===== src/rtl/fpu_share_if.sv =====
`default_nettype none
// ============================================================================
// Module      : fpu_share_if
// Description : One requester port of the shared-FPU sequencer. Carries the
//               operand request handshake and the result response handshake.
//               master = requester side, slave = fpu_share_ctrl side.
//   req_valid/req_ready   : request handshake
//   req_a/req_b           : 32-bit operands
//   req_ctrl              : 4-bit FPU opcode
//   req_rs2_0             : signed/unsigned convert select
//   resp_valid/resp_ready : response handshake
//   resp_data             : 32-bit result
// Revision    : 1.0  initial release
// ============================================================================
interface fpu_share_if;
  logic        req_valid;
  logic        req_ready;
  logic [31:0] req_a;
  logic [31:0] req_b;
  logic [3:0]  req_ctrl;
  logic        req_rs2_0;
  logic        resp_valid;
  logic        resp_ready;
  logic [31:0] resp_data;

  modport master (
    output req_valid, req_a, req_b, req_ctrl, req_rs2_0, resp_ready,
    input  req_ready, resp_valid, resp_data
  );

  modport slave (
    input  req_valid, req_a, req_b, req_ctrl, req_rs2_0, resp_ready,
    output req_ready, resp_valid, resp_data
  );
endinterface
`default_nettype wire


===== src/rtl/fpu_share_ctrl.sv =====
`default_nettype none
// ============================================================================
// Module      : fpu_share_ctrl
// Description : Sequencer and two-way round-robin arbiter sharing one
//               combinational single-precision FPU between port 0 (integer
//               pipeline FP execute) and port 1 (FP coprocessor / load
//               convert). An accepted request's operands are registered onto
//               the FPU inputs, held for LATENCY settle cycles, and the result
//               is captured into a response register held until taken.
//               Port 0 transactions are cancelled by flush.
//   clk, rst_n        : clock, asynchronous active-low reset
//   p0, p1            : requester ports (fpu_share_if.slave)
//   flush             : cancel any port 0 transaction
//   fpu_a/b/ctrl/rs2_0: operand register driving the FPU
//   fpu_out           : FPU result
//   busy              : controller not idle
// Revision    : 1.0  initial release
// ============================================================================
module fpu_share_ctrl #(
  parameter int LATENCY = 1   // settle cycles, legal 1..15
) (
  input  wire          clk,
  input  wire          rst_n,
  fpu_share_if.slave   p0,
  fpu_share_if.slave   p1,
  input  wire          flush,
  output logic [31:0]  fpu_a,
  output logic [31:0]  fpu_b,
  output logic [3:0]   fpu_ctrl,
  output logic         fpu_rs2_0,
  input  wire  [31:0]  fpu_out,
  output logic         busy
);

  localparam logic [1:0] S_IDLE = 2'd0;
  localparam logic [1:0] S_EXEC = 2'd1;
  localparam logic [1:0] S_RESP = 2'd2;

  localparam logic [3:0] C_CNT_INIT = 4'(LATENCY - 1);

  logic [1:0]  r_state;
  logic [1:0]  w_next_state;
  logic [3:0]  r_cnt;
  logic        r_owner;
  logic        r_last;
  logic [31:0] r_op_a;
  logic [31:0] r_op_b;
  logic [3:0]  r_op_ctrl;
  logic        r_op_rs2_0;
  logic [31:0] r_result;

  logic w_v0;
  logic w_v1;
  logic w_grant;
  logic w_accept;
  logic w_flush_own;
  logic w_resp_take;

  // Flush masks port 0 from arbitration so a redirected request is never
  // started. Grant is only meaningful while at least one valid is present.
  assign w_v0        = p0.req_valid & ~flush;
  assign w_v1        = p1.req_valid;
  assign w_grant     = (w_v0 & w_v1) ? ~r_last : w_v1;
  assign w_accept    = (r_state == S_IDLE) & (w_v0 | w_v1);
  assign w_flush_own = flush & ~r_owner & (r_state != S_IDLE);
  assign w_resp_take = (r_state == S_RESP) &
                       (r_owner ? p1.resp_ready : p0.resp_ready);

  // State register
  always_ff @(posedge clk or negedge rst_n) begin
    if (!rst_n) begin
      r_state <= S_IDLE;
    end else begin
      r_state <= w_next_state;
    end
  end

  // Next-state logic; a flush of a port 0 transaction beats both result
  // capture and the response handshake.
  always_comb begin
    w_next_state = r_state;
    case (r_state)
      S_IDLE: if (w_accept) w_next_state = S_EXEC;
      S_EXEC: begin
        if (w_flush_own)       w_next_state = S_IDLE;
        else if (r_cnt == 4'd0) w_next_state = S_RESP;
      end
      S_RESP: begin
        if (w_flush_own || w_resp_take) w_next_state = S_IDLE;
      end
      default: w_next_state = S_IDLE;
    endcase
  end

  // Outputs: ready has no path from fpu_out or resp_ready.
  always_comb begin
    p0.req_ready  = (r_state == S_IDLE) & w_v0 & ~w_grant;
    p1.req_ready  = (r_state == S_IDLE) & w_v1 &  w_grant;
    p0.resp_valid = (r_state == S_RESP) & ~r_owner;
    p1.resp_valid = (r_state == S_RESP) &  r_owner;
    p0.resp_data  = r_result;
    p1.resp_data  = r_result;
    busy          = (r_state != S_IDLE);
  end

  assign fpu_a     = r_op_a;
  assign fpu_b     = r_op_b;
  assign fpu_ctrl  = r_op_ctrl;
  assign fpu_rs2_0 = r_op_rs2_0;

  // Operand register, ownership, settle counter and result register.
  // Operands are only loaded on accept, so they stay put in IDLE too.
  always_ff @(posedge clk or negedge rst_n) begin
    if (!rst_n) begin
      r_cnt      <= 4'd0;
      r_owner    <= 1'b0;
      r_last     <= 1'b1;
      r_op_a     <= 32'd0;
      r_op_b     <= 32'd0;
      r_op_ctrl  <= 4'd0;
      r_op_rs2_0 <= 1'b0;
      r_result   <= 32'd0;
    end else begin
      if (w_accept) begin
        r_op_a     <= w_grant ? p1.req_a     : p0.req_a;
        r_op_b     <= w_grant ? p1.req_b     : p0.req_b;
        r_op_ctrl  <= w_grant ? p1.req_ctrl  : p0.req_ctrl;
        r_op_rs2_0 <= w_grant ? p1.req_rs2_0 : p0.req_rs2_0;
        r_owner    <= w_grant;
        r_last     <= w_grant;
        r_cnt      <= C_CNT_INIT;
      end else if (r_state == S_EXEC && !w_flush_own) begin
        if (r_cnt == 4'd0) begin
          r_result <= fpu_out;
        end else begin
          r_cnt <= r_cnt - 4'd1;
        end
      end
    end
  end

endmodule
`default_nettype wire


===== src/flat_wrapper.sv =====
// flat-port wrapper written by rule: the top's interface ports become plain ports
module fpu_share_ctrl_flat 
#(
  parameter int LATENCY = 1                                
)
  (clk, rst_n, flush, fpu_a, fpu_b, fpu_ctrl, fpu_rs2_0, fpu_out, busy, p0_req_valid, p0_req_a, p0_req_b, p0_req_ctrl, p0_req_rs2_0, p0_resp_ready, p0_req_ready, p0_resp_valid, p0_resp_data, p1_req_valid, p1_req_a, p1_req_b, p1_req_ctrl, p1_req_rs2_0, p1_resp_ready, p1_req_ready, p1_resp_valid, p1_resp_data);
  fpu_share_if p0_i ();
  fpu_share_if p1_i ();
  input  wire clk;
  input  wire rst_n;
  input  wire flush;
  output logic [31:0] fpu_a;
  output logic [31:0] fpu_b;
  output logic [3:0] fpu_ctrl;
  output logic fpu_rs2_0;
  input  wire  [31:0] fpu_out;
  output logic busy;
  input wire logic [$bits(p0_i.req_valid)-1:0] p0_req_valid;
  input wire logic [$bits(p0_i.req_a)-1:0] p0_req_a;
  input wire logic [$bits(p0_i.req_b)-1:0] p0_req_b;
  input wire logic [$bits(p0_i.req_ctrl)-1:0] p0_req_ctrl;
  input wire logic [$bits(p0_i.req_rs2_0)-1:0] p0_req_rs2_0;
  input wire logic [$bits(p0_i.resp_ready)-1:0] p0_resp_ready;
  output wire logic [$bits(p0_i.req_ready)-1:0] p0_req_ready;
  output wire logic [$bits(p0_i.resp_valid)-1:0] p0_resp_valid;
  output wire logic [$bits(p0_i.resp_data)-1:0] p0_resp_data;
  input wire logic [$bits(p1_i.req_valid)-1:0] p1_req_valid;
  input wire logic [$bits(p1_i.req_a)-1:0] p1_req_a;
  input wire logic [$bits(p1_i.req_b)-1:0] p1_req_b;
  input wire logic [$bits(p1_i.req_ctrl)-1:0] p1_req_ctrl;
  input wire logic [$bits(p1_i.req_rs2_0)-1:0] p1_req_rs2_0;
  input wire logic [$bits(p1_i.resp_ready)-1:0] p1_resp_ready;
  output wire logic [$bits(p1_i.req_ready)-1:0] p1_req_ready;
  output wire logic [$bits(p1_i.resp_valid)-1:0] p1_resp_valid;
  output wire logic [$bits(p1_i.resp_data)-1:0] p1_resp_data;
  assign p0_i.req_valid = p0_req_valid;
  assign p0_i.req_a = p0_req_a;
  assign p0_i.req_b = p0_req_b;
  assign p0_i.req_ctrl = p0_req_ctrl;
  assign p0_i.req_rs2_0 = p0_req_rs2_0;
  assign p0_i.resp_ready = p0_resp_ready;
  assign p0_req_ready = p0_i.req_ready;
  assign p0_resp_valid = p0_i.resp_valid;
  assign p0_resp_data = p0_i.resp_data;
  assign p1_i.req_valid = p1_req_valid;
  assign p1_i.req_a = p1_req_a;
  assign p1_i.req_b = p1_req_b;
  assign p1_i.req_ctrl = p1_req_ctrl;
  assign p1_i.req_rs2_0 = p1_req_rs2_0;
  assign p1_i.resp_ready = p1_resp_ready;
  assign p1_req_ready = p1_i.req_ready;
  assign p1_resp_valid = p1_i.resp_valid;
  assign p1_resp_data = p1_i.resp_data;
  fpu_share_ctrl #(.LATENCY(LATENCY)) u_core (.clk(clk), .rst_n(rst_n), .p0(p0_i), .p1(p1_i), .flush(flush), .fpu_a(fpu_a), .fpu_b(fpu_b), .fpu_ctrl(fpu_ctrl), .fpu_rs2_0(fpu_rs2_0), .fpu_out(fpu_out), .busy(busy));
endmodule

===== config.mk =====
export PLATFORM = sky130hd
export DESIGN_NAME = fpu_share_ctrl_flat
export DESIGN_NICKNAME = d
export VERILOG_FILES = /design/src/rtl/fpu_share_if.sv /design/src/rtl/fpu_share_ctrl.sv /design/src/flat_wrapper.sv
export SDC_FILE = /design/constraint.sdc
export NUM_CORES = 1
export LEC_CHECK = 0
export CAP_MARGIN = 0
export CORE_MARGIN = 10
export CORE_UTILIZATION = 34
export CTS_CLUSTER_SIZE = 8
export DETAILED_ROUTE_END_ITERATION = 6
export HOLD_SLACK_MARGIN = 0.02
export PLACE_DENSITY = 0.87
export SLEW_MARGIN = 20
export SYNTH_ARGS = -nofsm -noshare
export SYNTH_HDL_FRONTEND = slang
export SYNTH_SLANG_ARGS = --single-unit

===== constraint.sdc =====
create_clock -name clk -period 2 [get_ports clk]
set_clock_uncertainty 0.1 [all_clocks]
set_input_delay 0.6 -clock clk [delete_from_list [all_inputs] [get_ports clk]]
set_output_delay 0.6 -clock clk [all_outputs]
set_load 0.005 [all_outputs]

==> reports/results.md <==
| Stage | Item | This run |
| --- | --- | --- |
| sta | Total Negative Setup Slacks | -0.140 ns |
| sta | Portion of the clock cycle consumed by the worst path in the final layout | 103% |
| grt | Pin count of the biggest net entering global routing | 70 |
| floorplanning | Number of placement rows | 44 |
| setup path | Maximum single-stage delay on the critical path | 0.20 ns |
| cts | Clock latency of the later-clocked register in the worst-skew pair | 0.34 ns |
| power and ir drop | Pleak | 3.97 nW |
| floorplanning | Die Outline Area | 20400 µm² |
| cts | CTS Root Cell | clkbuf_16 |
| setup path | Category of the most critical setup path | input port to primary output |
| sta | Setup repair after global routing missed its margin | true |
| logic synthesis | Post-synthesis sequential element count | 109 |
| setup path | Critical path fanouts, max | 3 |
| logic synthesis | Most used standard cell by instance count after synthesis | a21oi_1 |
| cts | Clock-pin transition on the worst setup and hold timing paths | 0.07 ns |
| logic synthesis | Predominant post-synthesis flop cell | dfrtp_1 |
| sta | Max frequency | 484 MHz |
| sta | Max-slew violation count | 0 |
| logic synthesis | Mean area per synthesized cell | 9.75 µm² |
| drt | Overall via count from detail_route | 4977 |
| placed design | I/O Buffers | 314 |
| final layout | Area added between synthesis and finish | 72.1% |
| final layout | Antenna fix cells | 0 |
| sta | Normalized max-slew margin | 46.5% |
| logic synthesis | Post-synth EDFFs | 0 |
| grt | Global routing usage summed across all routing layers | 18.2% |
| grt | Number of global-route vias before repair | 5118 |
| drt | Final antenna-violating net count | 0 |
| grt | Global Route met1 Usage | 20.0% |
| grt | Grt peak-use layer | met2 |
| drt | Count of unresolved DRC violations after routing | 0 |
| grt | Met2 Usage GRT | 31.8% |
| grt | GR met3 Demand/Resource | 7.73% |
| final layout | Post-route cell area | 8810 µm² |
| logic synthesis | Biggest area contributors in the synthesized netlist | dfrtp_1 53%, a21oi_1 14%, mux2_4 8.5% |
| drt | Mean number of vias per cell | 4.91 |
| logic synthesis | Commonest cells post-synth | 139 x a21oi_1, 108 x dfrtp_1, 77 x nand2_1 |
| final layout | Fraction of final layout cells sized beyond drive strength 1 | 12.9% |
| run status | Failing checks | setup timing |
| setup path | Endpoint type of the worst setup path | primary output |
| setup path | Required time at the worst-slack endpoint | 1.30 ns |
| logic synthesis | Area share of the largest cell type after synthesis | 52.8% |
| min path | Class of the worst hold path | flip-flop to flip-flop |
| grt | Number of antenna violations at the first check in global routing | 0 |
| cts | TritonCTS buffer count | 9 |
| power and ir drop | Comb pwr share | 53.4% |
| setup path | Worst endpoint data arrival time | 1.36 ns |
| cts | Maximum root-to-sink buffer count | 2 |
| setup path | Cells traversed along the worst timing path | clkdlybuf4s15_2 -> nand3b_1 -> and2_4 -> nand2_2 -> inv_1 -> buf_2 |
| logic synthesis | Syn nets | 704 |
| logic synthesis | Count of cell types in the netlist | 30 |
| floorplanning | Die X-Extent | 143 µm |
| sta | Hold slack final | 0.422 ns |
| run status | Result of the run | complete, but fails checks |
| placed design | Final weighted congestion in routability-driven placement | 0.810 |
| logic synthesis | Proportion of synthesized chip area in sequential cells | 53.3% |
| sta | Time the worst path needs with I/O delays and setup | 2.06 ns |
| logic synthesis | Post-Synthesis Cell Area | 5120 µm² |
| final layout | Number of filler instances in the final layout | 1145 |
| floorplanning | Die H | 143 µm |
| drt | DRT Pass-1 Iters | 4 |
| sta | Number of setup violations in the final report | 4 |
| cts | Maximum level of the CTS H-tree | 3 |
| power and ir drop | Fraction of power consumed by sequential logic | 31.4% |
| grt | First-pass GRT wire length | 29.2 mm |
| floorplanning | Ports placed on the boundary | 315 |
| placed design | Post-detailed-placement cell area | 8290 µm² |
| sta | Measured slew at the worst slew-check pin | 0.803 ns |
| sta | Setup slack of the critical path after layout | -0.0648 ns |
| power and ir drop | Clock Power Share | 15.2% |
| final layout | Nets | 1003 |
| setup path | Critical Path Slowest Stage Cell | clkdlybuf4s15_2 |
| cts | Clock Sink Count | 109 |
| drt | Drt wl/cell | 19.6 µm |
| drt | Iteration-0 DRC Markers | 187 |
| floorplanning | Initial core utilization | 35.0% |
| logic synthesis | Async set-or-reset flop fraction in the synthesized netlist | 100% |
| final layout | Final Core Density | 60.2% |
| run | Max-cap violations | 0 |
| power and ir drop | Net Sw Power | 4.18 mW |
| drt | Overall routed net length | 19.8 mm |
| cts | TritonCTS clock tree | built |
| floorplanning | Core area | 14600 µm² |
| power and ir drop | Internal portion of total power | 8.55 mW |
| logic synthesis | Number of warnings reported in the yosys synthesis log | 0 |
| power and ir drop | PD cells | 1440 nW/µm² |
| sta | Final hold violation count | 0 |
| logic synthesis | Post-synth top area cell | dfrtp_1 |
| power and ir drop | Maximum VDD drop | 0.00104 V |
| power and ir drop | Net switching fraction of the power | 32.9% |
| setup path | Startpoint Class | input port |
| placed design | Final HPWL DP | 15.1 mm |
| grt | Residual overflow from global routing | 0 |
| logic synthesis | Cells after synthesis | 525 |
==> placed cells by master, fill, tap and decap left out, types with 2 or more instances in the layout <==
cell             instances
o21ai_0                  2
inv_1                    6
ha_1                     2
nand2_1                 75
clkbuf_2                 3
buf_6                    2
buf_12                   7
dlygate4sd2_1           12
nand2_2                  2
bufinv_16                2
clkbuf_16                9
clkdlybuf4s50_1        279
nor2_1                  73
buf_4                   32
nor2b_1                  2
dfrtp_1                107
mux2i_1                  2
clkinv_4                 3
mux2_4                  29
a21oi_1                139
mux2_2                   3
dlymetal6s2s_1          16
nor3_1                   2
==> routing by layer <==
layer  part of all wire [%]  up-vias
li1                       -     2308
met1                     37     2389
met2                     50      268
met3                     11       12
met4                    1.1        0
met5                      0        -
==> critical path, delay by kind of cell <==
family                 cells  cell delay [ns]
buffers and inverters      3             0.36
and+or+nand+nor            3             0.41
==> sequential cells by signal (all words and copies together) (netlist names) <==
name	count
u_core.p0.resp_data	32
u_core.fpu_a	32
u_core.r_last	1
u_core.fpu_b	32
u_core.r_owner	1
u_core.r_state	2
u_core.r_cnt	4
u_core.fpu_rs2_0	1
u_core.fpu_ctrl	4
==> final timing paths <==
kind	startpoint	to	slack [ns]	depth (start not counted)
max in group asynchronous	rst_n	u_core.r_last	0.66	3
hold reg to reg	u_core.fpu_b[20]	u_core.fpu_b[20]	0.42	2
min in group asynchronous	rst_n	u_core.fpu_a[29]	0.57	2
setup / recovery	flush	p1_req_ready	-0.06	6
hold / removal	u_core.fpu_b[20]	u_core.fpu_b[20]	0.42	2
setup reg to reg	u_core.r_last	u_core.fpu_b[17]	0.09	5
==> per-stage QoR <==
step	std cells	power [mW]	setup slack, ns
2_1_floorplan	525	6.91	0.0251
3_3_place_gp	975	10.4	-0.725
3_5_place_dp	975	10.7	-0.743
4_1_cts	1000	12.7	-0.0788
5_1_grt	1013	13.5	-0.149
6_report	1013	12.7	-0.0648
==> what timing repair did <==
action | CTS | global route
pin swaps | 5 | 3
gates resized for setup | 32 | 23
hold buffers | 1 | 0
endpoints found under the hold margin | 14 | 0
endpoints found under the setup margin | 122 | 96
setup buffers | 8 | 13
==> final cells by class <==
class / instances / area [µm²] / share of cell area, %
clock buffers: 10 / 229 / 2.60
multi-input cells: 344 / 1960 / 22.3
flip-flops and latches: 109 / 2730 / 31.0
repair buffers: 354 / 3540 / 40.2
clock inverters: 6 / 95.1 / 1.08
well taps: 184 / 230 / 2.61
inverters: 6 / 22.5 / 0.256
==> power by group through the flow <==
stage	registers, mW	clock network, mW	logic, mW
6_report	4.00	1.93	6.80
5_1_grt	4.11	2.08	7.33
4_1_cts	4.01	1.99	6.73
3_5_place_dp	4.07	0	6.62
3_3_place_gp	3.99	0	6.45
2_1_floorplan	4.04	0	2.86
==> cell families after synthesis <==
kind of cell / after synthesis / share of synthesized area, %
simple gates: 163 / 13.2
flops: 109 / 53.3
xor+xnor: 1 / 0.171
buf+inv: 72 / 9.04
fa+ha+maj: 2 / 0.489
mux: 34 / 9.56
compound gates: 144 / 14.2
(Power assumes the default switching activity.)
